File: config.mk
export PLATFORM = sky130hd
export DESIGN_NAME = modbus_rtu_frame_receiver
export DESIGN_NICKNAME = d
export VERILOG_FILES = /design/src/rtl/modbus_rtu_frame_receiver.sv
export SDC_FILE = /design/constraint.sdc
export NUM_CORES = 1
export LEC_CHECK = 0
export CORE_ASPECT_RATIO = 0.5
export CORE_UTILIZATION = 34
export DETAILED_ROUTE_END_ITERATION = 7
export PLACE_DENSITY = 0.54
export SKIP_LAST_GASP = 1
export SYNTH_ARGS = -nofsm -noshare
export SYNTH_HDL_FRONTEND = slang
export SYNTH_SLANG_ARGS = --single-unit
File: constraint.sdc
create_clock -name i_clk -period 3.8 [get_ports i_clk]
set_input_delay 0.76 -clock i_clk [delete_from_list [all_inputs] [get_ports i_clk]]
set_output_delay 0.76 -clock i_clk [all_outputs]
set_load 0.01 [all_outputs]
File: src/rtl/modbus_rtu_frame_receiver.sv
// Modbus RTU frame receiver: drains the UART byte FIFO, frames on 3.5-char silence,
// checks CRC-16/MODBUS and address, and holds the frame. Option: MODBUS_RX_BROADCAST_EN.
module modbus_rtu_frame_receiver #(
  parameter int unsigned CLKS_PER_BIT = 434,
  parameter logic [7:0]  SLAVE_ADDR   = 8'h01,
  parameter int unsigned MAX_FRAME    = 32
) (
  input  logic       i_clk,
  input  logic       i_rst,
  input  logic       i_enable,
  input  logic [7:0] i_rx_data,
  input  logic       i_rx_ready,
  output logic       o_rx_rden,
  input  logic [4:0] i_rd_addr,
  output logic [7:0] o_rd_data,
  output logic       o_frame_valid,
  output logic [5:0] o_frame_len,
  output logic       o_broadcast,
  input  logic       i_frame_ack,
  output logic       o_crc_err,
  output logic [7:0] o_err_count
);

  localparam int unsigned T35 = (77 * CLKS_PER_BIT) / 2;
  localparam int unsigned TW  = $clog2(T35 + 1);
  localparam int unsigned LW  = 7;
  localparam int unsigned AW  = (MAX_FRAME > 1) ? $clog2(MAX_FRAME) : 1;
  localparam logic [TW-1:0] T_LAST = TW'(T35 - 1);

  localparam logic [1:0] S_IDLE  = 2'd0;
  localparam logic [1:0] S_RECV  = 2'd1;
  localparam logic [1:0] S_CHECK = 2'd2;
  localparam logic [1:0] S_HOLD  = 2'd3;

  logic [1:0]    state_q, state_d;
  logic [LW-1:0] len_q, len_d;
  logic          ovf_q, ovf_d;
  logic [15:0]   crc_q, crc_d;
  logic [TW-1:0] timer_q, timer_d;
  logic          rden_q;
  logic          frame_valid_q, frame_valid_d;
  logic [5:0]    frame_len_q, frame_len_d;
  logic          bcast_q, bcast_d;
  logic          crc_err_q, crc_err_d;
  logic [7:0]    err_cnt_q, err_cnt_d;
  logic [7:0]    mem_q [MAX_FRAME];
  logic          mem_we;
  logic [AW-1:0] mem_widx;
  logic          pop;
  logic          addr_bcast;
  logic          addr_ok;

  // One reflected-polynomial CRC step per byte, all 8 bit iterations unrolled.
  function automatic logic [15:0] crc_byte(input logic [15:0] crc_in, input logic [7:0] data);
    logic [15:0] c;
    c = crc_in ^ {8'h00, data};
    for (int i = 0; i < 8; i++) c = c[0] ? ((c >> 1) ^ 16'hA001) : (c >> 1);
    return c;
  endfunction

  // Pop at most every other cycle; CHECK leaves the next byte queued for the next frame.
  assign pop       = i_rx_ready & i_enable & ~rden_q & ~i_rst & (state_q != S_CHECK);
  assign o_rx_rden = pop;

`ifdef MODBUS_RX_BROADCAST_EN
  assign addr_bcast = (mem_q[0] == 8'h00);
`else
  assign addr_bcast = 1'b0;
`endif
  assign addr_ok = (mem_q[0] == SLAVE_ADDR) | addr_bcast;

  always_comb begin
    state_d   = state_q;
    len_d     = len_q;
    ovf_d     = ovf_q;
    crc_d     = crc_q;
    crc_err_d = 1'b0;
    err_cnt_d = err_cnt_q;
    mem_we    = 1'b0;
    mem_widx  = '0;
    timer_d   = pop ? '0 : ((timer_q == T_LAST) ? timer_q : timer_q + TW'(1));
    case (state_q)
      S_IDLE: begin
        len_d = '0;
        ovf_d = 1'b0;
        crc_d = 16'hFFFF;
        if (pop) begin
          mem_we  = 1'b1;
          len_d   = LW'(1);
          crc_d   = crc_byte(16'hFFFF, i_rx_data);
          state_d = S_RECV;
        end
      end
      S_RECV: begin
        if (pop) begin
          crc_d = crc_byte(crc_q, i_rx_data);
          if (len_q < LW'(MAX_FRAME)) begin
            mem_we   = 1'b1;
            mem_widx = AW'(len_q);
            len_d    = len_q + LW'(1);
          end else begin
            ovf_d = 1'b1;
          end
        end else if (timer_d == T_LAST) begin
          state_d = S_CHECK;
        end
      end
      S_CHECK: begin
        if (ovf_q || (len_q < LW'(4)) || (crc_q != 16'h0000)) begin
          crc_err_d = 1'b1;
          if (err_cnt_q != 8'hFF) err_cnt_d = err_cnt_q + 8'd1;
          state_d = S_IDLE;
        end else if (addr_ok) begin
          state_d = S_HOLD;
        end else begin
          state_d = S_IDLE;
        end
      end
      S_HOLD: begin
        if (i_frame_ack) state_d = S_IDLE;
      end
      default: state_d = S_IDLE;
    endcase
    // Disable abandons whatever is in flight, including a pending rejection.
    if (!i_enable) begin
      state_d   = S_IDLE;
      crc_err_d = 1'b0;
      err_cnt_d = err_cnt_q;
    end
    frame_valid_d = (state_d == S_HOLD);
    frame_len_d   = frame_valid_d ? 6'(len_q - LW'(2)) : 6'd0;
    bcast_d       = frame_valid_d & addr_bcast;
  end

  always_ff @(posedge i_clk) begin
    if (i_rst) begin
      state_q       <= S_IDLE;
      len_q         <= '0;
      ovf_q         <= 1'b0;
      crc_q         <= 16'hFFFF;
      timer_q       <= '0;
      rden_q        <= 1'b0;
      frame_valid_q <= 1'b0;
      frame_len_q   <= '0;
      bcast_q       <= 1'b0;
      crc_err_q     <= 1'b0;
      err_cnt_q     <= '0;
    end else begin
      state_q       <= state_d;
      len_q         <= len_d;
      ovf_q         <= ovf_d;
      crc_q         <= crc_d;
      timer_q       <= timer_d;
      rden_q        <= pop;
      frame_valid_q <= frame_valid_d;
      frame_len_q   <= frame_len_d;
      bcast_q       <= bcast_d;
      crc_err_q     <= crc_err_d;
      err_cnt_q     <= err_cnt_d;
    end
  end

  // Frame buffer keeps its contents across reset.
  always_ff @(posedge i_clk) begin
    if (mem_we) mem_q[mem_widx] <= i_rx_data;
  end

  always_comb begin
    o_rd_data = 8'h00;
    if (LW'(i_rd_addr) < LW'(MAX_FRAME)) o_rd_data = mem_q[AW'(i_rd_addr)];
  end

  assign o_frame_valid = frame_valid_q;
  assign o_frame_len   = frame_len_q;
  assign o_broadcast   = bcast_q;
  assign o_crc_err     = crc_err_q;
  assign o_err_count   = err_cnt_q;

endmodule
; Word level (Yosys, flattened, before mapping)
; Memories as Yosys holds them, arrays and structs flattened.
; Cells that the tools add are included.
[totals]
ff_bits = 58
ram_bits = 256
wordCells = 113
memories = 1
[op_classes]
addsub = 4
eq_ne = 12
n_lt_le_gt_ge = 2
n_mux = 46
n_bitwise = 27
reduce_logical = 11
[mem_list]
columns = memory, depth, word_bits, read_ports, rd_clocked_by_memory_dff, wr, line_no
row1 = mem_q, 32, 8, 2, 0, 1, 46  ; logic [7:0] mem_q [MAX_FRAME];
[ops]
columns = operator, count
row1 = $mux 16, 18
row2 = $not 2->3, 16
row3 = $pmux 16 s2, 1
row4 = $eq 15x15->1 const B, 2
row5 = $mux 15, 2
row6 = $not 8->16, 1
row7 = $reduce_bool 16->1, 1
row8 = $xor 16x8->16, 1
row9 = $add 15x1->15 const B, 1
row10 = $mux 5, 3
row11 = $mux 2, 7
row12 = $mux 7, 2
row13 = $pmux 7 s2, 1
row14 = $mux 1, 9
row15 = $add 8x1->8 const B, 1
row16 = $eq 8x1->1 const B, 1
row17 = $ne 2x2->1 const B, 4
row18 = $ne 8x8->1 const B, 1
row19 = $pmux 2 s4, 1
row20 = $add 7x1->7 const B, 1
row21 = $lt 7x3->1 const B, 1
row22 = $lt 7x6->1 const B, 1
row23 = $eq 2x2->1 const B, 3
row24 = $reduce_and 3->1, 2
row25 = 12 further kinds, 21

; Longest topological paths before layout
; Gate-level depths: netlist of the first run.
[logic_depth]
depth_word = 19
mapped_depth = 8
mapped_depth_nobuf = 8

; Worst setup path after synthesis of the first run
; OpenSTA, ideal clock, no wires.
[synth_path]
path_type = input to output
startpoint = in i_rd_addr[1]
endpoint = out o_rd_data[0]
cell_stages = 5
arrival_ns = 2.481
setup_slack_ns = 0.559
path_cell_list = clkbuf_1 > clkbuf_1 > mux4_2 > mux4_2 > mux2_2
[synth_between]
elab_chain_len = 1
[synth_rtl]
columns = element, line_no
row1 = "start, declared", 14  ; input logic [4:0] i_rd_addr,
row2 = $mem_v2 32x8, n/a
row3 = "end, declared", 15  ; output logic [7:0] o_rd_data,
; Every way passes these cells.

; Final worst setup path of the first run
[layout_path]
startpoint = in i_rd_addr[0]
endpoint = out o_rd_data[2]
; The elaborated chain is that of the path after synthesis.

==> results of run 1 <==
## layer usage
metal  GRT usage  part of all wire
met1      0.2157              0.44
met2      0.2709              0.50
met3     0.03215             0.044
met4     0.03422             0.016
met5           0                 0
## cell usage after synthesis, drive strengths merged, types with 2 or more instances
cell type / count / area (um2)
edfxtp: 256 / 7687
mux4: 80 / 1802
nor2: 77 / 289.0
dfxtp: 58 / 1161
nand2: 47 / 176.4
nand3: 25 / 135.1
xnor2: 25 / 226.5
a21oi: 22 / 110.1
nor3: 22 / 110.1
xor2: 21 / 183.9
buf: 18 / 113.9
clkbuf: 18 / 68.81
inv: 16 / 60.06
o21ai: 15 / 78.82
nor4: 10 / 62.56
mux2: 8 / 90.09
nand4: 7 / 43.79
ha: 6 / 75.07
o211ai: 5 / 47.54
or3: 5 / 31.28
nand2b: 4 / 25.02
nor2b: 4 / 25.02
xnor3: 4 / 92.59
a211oi: 3 / 22.52
nor3b: 3 / 22.52
nor4b: 3 / 32.53
o21a: 3 / 22.52
o311ai: 3 / 26.28
o31ai: 3 / 22.52
a221oi: 2 / 17.52
a2bb2oi: 2 / 17.52
and3: 2 / 12.51
and4: 2 / 17.52
and4bb: 2 / 25.02
mux2i: 2 / 20.02
nand3b: 2 / 15.01
## state kept, by name, indices dropped and copies added (netlist names)
register	flops
ovf_q	1
mem_q	256
crc_q	16
o_frame_len	6
rden_q	1
timer_q	15
o_crc_err	1
len_q	7
o_err_count	8
state_q	2
o_frame_valid	1
## stage by stage
stage	setup WS [ns]	total power [mW]	std cells	util	cell area [um2]
6_report	0.08372	7.407	1440	0.4152	15640
5_1_grt	0.02617	7.644	1440	0.4152	15640
4_1_cts	-0.0004043	7.483	1440	0.4149	15630
3_3_place_gp	-0.05957	4.253	1385	0.3851	14500
3_5_place_dp	-0.06166	4.260	1385	0.3851	14500
2_1_floorplan	0.5586	4.068	800	-	13080
## how the worst max path moves through the flow
stage	from	end	slack (ns)	cells past startpoint
4_1_cts	i_rd_addr[0]	o_rd_data[2]	-0.0004	6
3_3_place_gp	i_rd_addr[0]	o_rd_data[2]	-0.06	6
5_1_grt	i_rd_addr[0]	o_rd_data[3]	0.03	6
2_1_floorplan	i_rd_addr[1]	o_rd_data[0]	0.56	5
6_report	i_rd_addr[0]	o_rd_data[2]	0.08	6
3_5_place_dp	i_rd_addr[0]	o_rd_data[2]	-0.06	6
## report_power, final
part | internal (mW) | switching [mW] | total [mW]
clock | 1.92 | 1.30 | 3.22
combinational | 0.213 | 0.238 | 0.451
sequential | 3.72 | 0.0140 | 3.74
total | 5.86 | 1.55 | 7.41
## timing repair
action,CTS,global route
gates cloned,2,0
resized for setup,7,3
pin swaps,0,0
buffers inserted,0,0
setup endpoints to repair,8,4
## final cells by class
| cell class | count | area, um2 | share of cell area |
|---|---|---|---|
| clock inverters | 20 | 294.0 | 0.01881 |
| inverters | 17 | 63.81 | 0.004081 |
| clock buffers | 33 | 762.0 | 0.04874 |
| multi-input cells | 433 | 4008 | 0.2563 |
| repair buffers | 103 | 1008 | 0.06450 |
| well taps | 520 | 650.6 | 0.04161 |
| flip-flops and latches | 314 | 8848 | 0.5659 |
## worst max-delay path: cells and delay by family
kind                   cells  cell delay (ns)
muxes                      3             1.37
buffers and inverters      3             0.82
## cell families after synthesis
group | share of synthesized area
adders and majority gates | 0.005738
DFF | 0.6763
xor gates and xnor gates | 0.03844
AOI/OAI and AO/OA | 0.03242
and+or+nand+nor | 0.08186
other | 0.0002866
buffers and inverters | 0.01884
muxes | 0.1461
## cells in the final DEF, fill, tap and decap left out, types with 4 or more instances in the layout
cell type        instances
edfxtp_1               256
xnor2_1                 24
buf_12                   6
nand4_1                  7
inv_1                   16
nor2_1                  77
clkbuf_16               30
mux4_2                  80
dfxtp_1                 58
xor2_1                  21
a21oi_1                 22
nand3_1                 23
nor3_1                  22
clkinv_1                 5
or3_1                    5
ha_1                     6
buf_4                   51
nand2_1                 47
nor2b_1                  4
mux2_2                   8
nand2b_1                 4
bufinv_16                7
o21ai_0                 13
nor4_1                   7
clkdlybuf4s50_1         36
==> impl_metrics.csv, run 1 <==
group,metric,value,unit
outcome,status,"finished, final reports clean",
job,maxCapViolations,0,
synth,synth-edff-count,256,
setup_path,max_stage_delay,0.55,ns
min_path,hold_class,"register to register",
setup_path,crit_path_start_kind,"primary input",
global_routing,grt_pass1_wl,47220,um
setup_path,slowest_stage,"mux4_2",
place,place.detailed.hpwl,20740,um
setup_path,rr_startpoint,"timer_q[0]$_SDFF_PP0_",
routing,wire_per_inst,21.30,um
power_and_ir_drop,ir_drop,402.0,uV
die,core,37660,um2
clock_network,cts_tree,"yes",
synth,async_flop_share,0,
sta,fin_worst_skew,0.01392,ns
die,rows,50,
sta,rsz0062_at_grt,"no",
sta,fin_setup_tns,0,ns
sta,period_share,0.9780,
place,io_buffer_count,42,
setup_path,r2r-end,"state_q[0]$_SDFF_PP0_",
die,die_height,140.7,um
sta,finalHoldViolCount,0,
routing,vias,7271,
routing,firstDrtPassIters,4,
setup_path,rr_worst_depth,7,
clock_network,cts_root_buffer,"clkbuf_16",
global_routing,grt_overflow,0,
setup_path,critical_path_arrival,2.96,ns
cells_and_area,num_antenna_cells,0,
synth,synth_fp_nets,824,
global_routing,grt_max_degree,39,
sta,worst_hold_slack,0.4847,ns
setup_path,cp_max_fo,10,
die,die_w,279.4,um
setup_path,required,3.04,ns
synth,ys_types,62,
routing,drc,0,
global_routing,grt_pass1_vias,7410,
global_routing,track_usage,0.1606,
cells_and_area,drive_above_1_share,0.2293,
die,dieArea,39320,um2
sta,setup_viol,0,
clock_network,cts-buffers-inserted,30,
synth,syn_area_per_cell,16.35,um2
synth,yosysSeqAreaShare,0.6763,
setup_path,worstPathCellList,"buf_8 > buf_8 > mux4_2 > mux4_2 > mux2_2 > clkdlybuf4s50_1",
sta,slew_headroom,0.5116,
clock_network,holdBufCountCts,0,
power_and_ir_drop,leakage,5.097,nW
routing,wl,30670,um
die,initial_core_util,0.3474,
place,routabilityCongestion,0.8199,
min_path,min_delay_path_depth,1,
synth,syn_area,13080,um2
setup_path,worst-setup-path-type,"primary input to output pin",
min_path,min_to,"ovf_q$_SDFFE_PP0P_",
setup_path,ff2ff_setup_slack,1.09,ns
synth,synth-seq-cells,314,
min_path,min_from,"ovf_q$_SDFFE_PP0P_",
clock_network,clock_latency,0.57,ns
clock_network,clk_pin_slew,0.07,ns
setup_path,cp-end-kind,"output pin",
sta,tightest_slew,0.7259,ns
clock_network,cts_sinks,314,
cells_and_area,nets,923,
routing,avgViaCountPerCell,5.049,
sta,fin_crit,3.716,ns
synth,dominantRegCellSynth,"edfxtp_1",
routing,ant_nets,0,
clock_network,ctsHtreeMaxLevel,1,
sta,clock.fmax,269.1,MHz
routing,drt_iter0_markers,597,
power_and_ir_drop,power.density,473.7,nW/um2
cells_and_area,syn_to_final_growth,19.50,%
cells_and_area,num-fill-cells,3417,
global_routing,antenna_found_initial,2,
sta,finalMaxSlewViolations,0,
synth,ys_warn_count,0,
die,ioPinCount,44,
synth,synthCells,800,
clock_network,cts.path.max_buffers,3,
(Power assumes the default switching activity.)
==> run 2, diff against run 1 <==
--- a/config.mk
+++ b/config.mk
@@ -5,10 +5,12 @@
 export SDC_FILE = /design/constraint.sdc
 export NUM_CORES = 1
 export LEC_CHECK = 0
+export CELL_PAD_IN_SITES_DETAIL_PLACEMENT = 1
+export CELL_PAD_IN_SITES_GLOBAL_PLACEMENT = 1
 export CORE_ASPECT_RATIO = 0.5
 export CORE_UTILIZATION = 34
 export DETAILED_ROUTE_END_ITERATION = 7
-export PLACE_DENSITY = 0.54
+export PLACE_DENSITY = 0.6
 export SKIP_LAST_GASP = 1
 export SYNTH_ARGS = -nofsm -noshare
 export SYNTH_HDL_FRONTEND = slang
==> impl_metrics.csv, run 2 (synthesis results as in run 1) <==
group,metric,value,unit
die,initial_core_util,0.3474,
setup_path,crit_path_start_kind,"primary input",
sta,finalMaxSlewViolations,0,
place,post_dp_cell_area,14510,um2
sta,rsz0062_at_grt,"yes",
clock_network,cts_tree,"yes",
global_routing,grt_overflow,0,
sta,clock.fmax,267.2,MHz
sta,tightest_slew,0.6633,ns
power_and_ir_drop,power.density,473.6,nW/um2
setup_path,worst-setup-path-type,"primary input to output pin",
setup_path,r2r-end,"mem_q[24][3]$_DFFE_PP_",
cells_and_area,regMostFlops,"mem_q",
sta,setup_viol,0,
clock_network,cts_sinks,314,
global_routing,grt_max_degree,37,
cells_and_area,nets,924,
sta,fin_crit,3.742,ns
setup_path,max_stage_delay,0.53,ns
sta,fin_worst_skew,0.02135,ns
routing,drt_iter0_markers,587,
cells_and_area,syn_to_final_growth,19.20,%
cells_and_area,drive_above_1_share,0.2251,
clock_network,cts_root_buffer,"clkbuf_16",
sta,period_share,0.9847,
setup_path,crit_buf_inv,3,
die,core,37660,um2
setup_path,slowest_stage,"mux4_2",
place,io_buffer_count,42,
routing,ant_nets,0,
clock_network,cts.path.max_buffers,3,
setup_path,rr_worst_depth,8,
die,die_w,279.4,um
die,dieArea,39320,um2
routing,wire_per_inst,23.31,um
global_routing,track_usage,0.1751,
sta,slew_headroom,0.5572,
routing,firstDrtPassIters,5,
cells_and_area,num-fill-cells,3808,
setup_path,cp-end-kind,"output pin",
sta,setup_ws,0.05815,ns
die,ioPinCount,44,
clock_network,clk_pin_slew,0.06,ns
outcome,status,"finished, final reports clean",
cells_and_area,final_common_cell,"edfxtp_1",
min_path,min_delay_path_depth,1,
min_path,min_to,"ovf_q$_SDFFE_PP0P_",
place,place.detailed.hpwl,22970,um
routing,vias,7418,
global_routing,grtUsageMet1,0.2347,
sta,finalHoldViolCount,0,
setup_path,required,3.04,ns
min_path,min_from,"ovf_q$_SDFFE_PP0P_",
cells_and_area,multi_input_area,3989,um2
routing,drc,0,
die,die_height,140.7,um
sta,fin_setup_tns,0,ns
setup_path,rr_startpoint,"state_q[0]$_SDFF_PP0_",
cells_and_area,largest_registers,"mem_q: 256 flops, crc_q: 16 flops, timer_q: 15 flops",
cells_and_area,final_util,0.4141,
clock_network,cts-buffers-inserted,30,
power_and_ir_drop,ir_drop,313.2,uV
min_path,hold_class,"register to register",
clock_network,holdBufCountCts,0,
setup_path,crit_top_cell,"mux4_2",
routing,avgViaCountPerCell,5.137,
global_routing,antenna_found_initial,0,
setup_path,critical_path_arrival,2.98,ns
place,pre_cts_ws,-0.03556,ns
clock_network,ctsHtreeMaxLevel,1,
global_routing,grt_pass1_wl,51160,um
global_routing,use_met3,0.04193,
global_routing,top_usage_layer,"met2",
global_routing,grt_pass1_vias,7967,
setup_path,ff2ff_setup_slack,1.16,ns
cells_and_area,regArea,8848,um2
global_routing,use_met2,0.2867,
job,maxCapViolations,0,
cells_and_area,largest_reg_flops,256,
power_and_ir_drop,leakage,5.099,nW
setup_path,cp_max_fo,16,
setup_path,worstPathCellList,"buf_6 > buf_12 > mux4_2 > mux4_2 > mux2_2 > clkdlybuf4s50_1",
cells_and_area,num_antenna_cells,0,
clock_network,clock_latency,0.59,ns
setup_path,cp_top_family,"multiplexers",
sta,worst_hold_slack,0.4810,ns
cells_and_area,final_cell_mix,"edfxtp_1 (256), mux4_2 (80), nor2_1 (77)",
routing,wl,33660,um
place,routabilityCongestion,0.7888,
die,rows,50,
cells_and_area,fin_area,15600,um2
==> run 2: cell count changes in the layout (fill, tap and decap cells not counted), moves of 2 or more <==
cell | before | now
clkinv_2 | 3 | 6
nor4_1 | 7 | 10
nor4_2 | 3 | 0
buf_4 | 51 | 53
buf_8 | 2 | 0
clkbuf_1 | 3 | 5
clkinv_1 | 5 | 7
inv_6 | 2 | 0
==> run 2: layout make-up <==
type	instances	area share
clock buffers	35	0.04934
clock inverters	21	0.01789
inverters	17	0.004091
multi-input cells	433	0.2558
flip-flops and latches	314	0.5673
well taps	520	0.04172
repair buffers	104	0.06386
==> run 2: power by group <==
group / switching, mW / internal (mW) / leakage, nW
logic: 0.247 / 0.210 / 1.82
clock network: 1.32 / 1.86 / 0.509
registers: 0.0170 / 3.73 / 2.77
total: 1.59 / 5.80 / 5.10
==> run 2: worst max-delay path by stage <==
stage / depth (start not counted) / end / startpoint
after detailed placement: 6 / o_rd_data[7] / i_rd_addr[0]
after global placement: 6 / o_rd_data[2] / i_rd_addr[0]
after global routing: 6 / o_rd_data[2] / i_rd_addr[0]
after CTS: 6 / o_rd_data[3] / i_rd_addr[0]
after floorplan: 5 / o_rd_data[0] / i_rd_addr[1]
final: 6 / o_rd_data[2] / i_rd_addr[0]
==> run 2: timing repair <==
| item | 4_1_cts | 5_1_grt |
|---|---|---|
| resized for setup | 5 | 2 |
| buffers inserted | 0 | 0 |
| cloned | 1 | 0 |
| setup endpoints to repair | 7 | 4 |
==> run 2: per-layer routing <==
layer,routed length (um),part of all wire,vias up
li1,-,-,3328
met1,14970,0.44,3897
met2,16120,0.48,142
met3,1730,0.051,51
met4,846,0.025,0
met5,0,0,-
==> run 2: per-stage QoR <==
step                      power (mW)  std cells
after floorplan                4.068        800
after global placement         4.266       1387
after detailed placement       4.277       1387
after CTS                      7.463       1444
after global routing           7.618       1444
final                          7.386       1444
==> run 3, diff against run 2 <==
--- a/config.mk
+++ b/config.mk
@@ -5,12 +5,15 @@
 export SDC_FILE = /design/constraint.sdc
 export NUM_CORES = 1
 export LEC_CHECK = 0
+export ABC_AREA = 0
+export CAP_MARGIN = 10
 export CELL_PAD_IN_SITES_DETAIL_PLACEMENT = 1
 export CELL_PAD_IN_SITES_GLOBAL_PLACEMENT = 1
 export CORE_ASPECT_RATIO = 0.5
 export CORE_UTILIZATION = 34
 export DETAILED_ROUTE_END_ITERATION = 7
 export PLACE_DENSITY = 0.6
+export SETUP_SLACK_MARGIN = 0.2
 export SKIP_LAST_GASP = 1
 export SYNTH_ARGS = -nofsm -noshare
 export SYNTH_HDL_FRONTEND = slang
==> impl_metrics.csv, run 3 (synthesis results as in run 1) <==
group,metric,value,unit
outcome,status,"finished, final reports clean",
sta,rsz0062_at_grt,"no",
sta,finalMaxSlewViolations,0,
sta,clock.fmax,280.5,MHz
min_path,min_from,"ovf_q$_SDFFE_PP0P_",
sta,tightest_slew,0.6552,ns
routing,firstDrtPassIters,4,
place,post_dp_cell_area,14510,um2
routing,vias,7505,
place,routabilityCongestion,0.7888,
setup_path,rr_startpoint,"timer_q[0]$_SDFF_PP0_",
routing,drc,0,
die,die_w,279.4,um
setup_path,max_stage_delay,0.53,ns
routing,wl,33770,um
setup_path,cp-end-kind,"output pin",
cells_and_area,largest_reg_flops,256,
cells_and_area,syn_to_final_growth,20.16,%
place,placedCellCount,1387,
routing,ant_nets,0,
die,ioPinCount,44,
setup_path,ff2ff_setup_slack,1.18,ns
cells_and_area,multi_input_area,3989,um2
global_routing,antenna_found_initial,0,
global_routing,grt_pass1_wl,51300,um
die,die_height,140.7,um
setup_path,critical_path_arrival,2.80,ns
sta,fin_worst_skew,0.02770,ns
global_routing,grt_max_degree,37,
global_routing,top_usage_layer,"met2",
clock_network,cts_sinks,314,
cells_and_area,largest_registers,"mem_q: 256 flops, crc_q: 16 flops, timer_q: 15 flops",
clock_network,cts_root_buffer,"clkbuf_16",
cells_and_area,regArea,8848,um2
power_and_ir_drop,leakage,5.166,nW
sta,period_share,0.9380,
cells_and_area,num-fill-cells,3806,
cells_and_area,nets,938,
global_routing,grt_pass1_vias,7995,
setup_path,r2r-end,"state_q[0]$_SDFF_PP0_",
setup_path,crit_path_start_kind,"primary input",
global_routing,grtUsageMet1,0.2348,
die,rows,50,
global_routing,use_met3,0.04110,
routing,drt_iter0_markers,610,
sta,fin_crit,3.564,ns
sta,finalHoldViolCount,0,
setup_path,slowest_stage,"mux4_2",
min_path,min_delay_path_depth,1,
clock_network,cts_tree,"yes",
clock_network,cts-buffers-inserted,30,
sta,setup_ws,0.2355,ns
routing,avgViaCountPerCell,5.144,
place,place.detailed.hpwl,22970,um
setup_path,rr_worst_depth,7,
die,dieArea,39320,um2
global_routing,use_met2,0.2901,
min_path,min_to,"ovf_q$_SDFFE_PP0P_",
routing,wire_per_inst,23.15,um
die,initial_core_util,0.3474,
global_routing,grt_overflow,0,
clock_network,clock_latency,0.59,ns
cells_and_area,final_util,0.4174,
sta,setup_viol,0,
power_and_ir_drop,ir_drop,309.7,uV
cells_and_area,fin_area,15720,um2
cells_and_area,final_common_cell,"edfxtp_1",
setup_path,worstPathCellList,"buf_12 > buf_12 > buf_4 > mux4_2 > mux4_2 > mux2_2 > dlygate4sd2_1",
setup_path,crit_buf_inv,4,
min_path,hold_class,"register to register",
clock_network,ctsHtreeMaxLevel,1,
setup_path,cp_top_family,"multiplexers",
cells_and_area,drive_above_1_share,0.2367,
clock_network,clk_pin_slew,0.06,ns
setup_path,worst-setup-path-type,"primary input to output pin",
place,pre_cts_ws,-0.03556,ns
power_and_ir_drop,power.density,470.7,nW/um2
cells_and_area,final_cell_mix,"edfxtp_1 (256), mux4_2 (80), nor2_1 (77)",
job,maxCapViolations,0,
cells_and_area,regMostFlops,"mem_q",
sta,slew_headroom,0.5626,
place,io_buffer_count,42,
cells_and_area,final_cells,1459,
clock_network,cts.path.max_buffers,3,
setup_path,required,3.04,ns
global_routing,track_usage,0.1756,
setup_path,cp_max_fo,9,
die,core,37660,um2
-- run 3: cell types whose count changed in the layout (fill, tap and decap cells not counted), sizes merged --
cell | before | now
clkdlybuf4s15 | 0 | 1
diode | 0 | 1
bufbuf | 1 | 0
dlygate4sd2 | 4 | 7
dlymetal6s2s | 1 | 0
buf | 63 | 78
clkdlybuf4s50 | 35 | 32
-- run 3: through the flow --
stage | power (mW) | TNS, ns | hold slack (ns)
after floorplan | 4.068 | 0 | 0.4408
after global placement | 4.266 | -0.1213 | 0.4596
after detailed placement | 4.277 | -0.1539 | 0.4679
after CTS | 7.467 | 0 | 0.4828
after global routing | 7.634 | 0 | 0.5060
final | 7.400 | 0 | 0.4805
-- run 3: routing by layer --
layer	vias to the layer above	routed length (um)
met1	3921	14800
met3	49	1850
li1	3359	-
met2	176	16350
met5	-	0
met4	0	777
-- run 3: where the power goes --
part | switching, mW | leakage [nW] | internal (mW)
clock network | 1.33 | 0.509 | 1.86
logic | 0.250 | 1.89 | 0.218
registers | 0.0168 | 2.77 | 3.72
total | 1.59 | 5.17 | 5.81
-- run 3: worst max path at each step --
stage / start / endpoint / slack, ns / cells after the start
after floorplan: i_rd_addr[1] / o_rd_data[0] / 0.56 / 5
after global placement: i_rd_addr[0] / o_rd_data[2] / -0.04 / 6
after detailed placement: i_rd_addr[0] / o_rd_data[7] / -0.04 / 6
after CTS: i_rd_addr[0] / o_rd_data[3] / 0.20 / 7
after global routing: i_rd_addr[0] / o_rd_data[5] / 0.21 / 7
final: i_rd_addr[0] / o_rd_data[3] / 0.24 / 7
-- run 3: layout make-up --
type,instances,area share
Timing Repair Buffer,118,0.07115
Inverter,17,0.004059
Antenna cell,1,0.0001592
Clock inverter,21,0.01775
Clock buffer,35,0.04895
Multi-Input combinational cell,433,0.2537
Tap cell,520,0.04138
Sequential cell,314,0.5628
-- run 3: worst register-to-register path, cell delays in order, from the launching register on --
cell      delay, ns
dfxtp_1        0.46
ha_1           0.37
nand3_2        0.17
nor4_1         0.47
xor2_1         0.17
o31ai_1        0.27
o211ai_1       0.16
o41a_1         0.43
-- run 3: what timing repair did --
action                     4_1_cts  5_1_grt
buffers inserted                 5        9
setup endpoints to repair        8        4
resized for setup               15        1
hold buffers                     0        0
gates cloned                     1        0
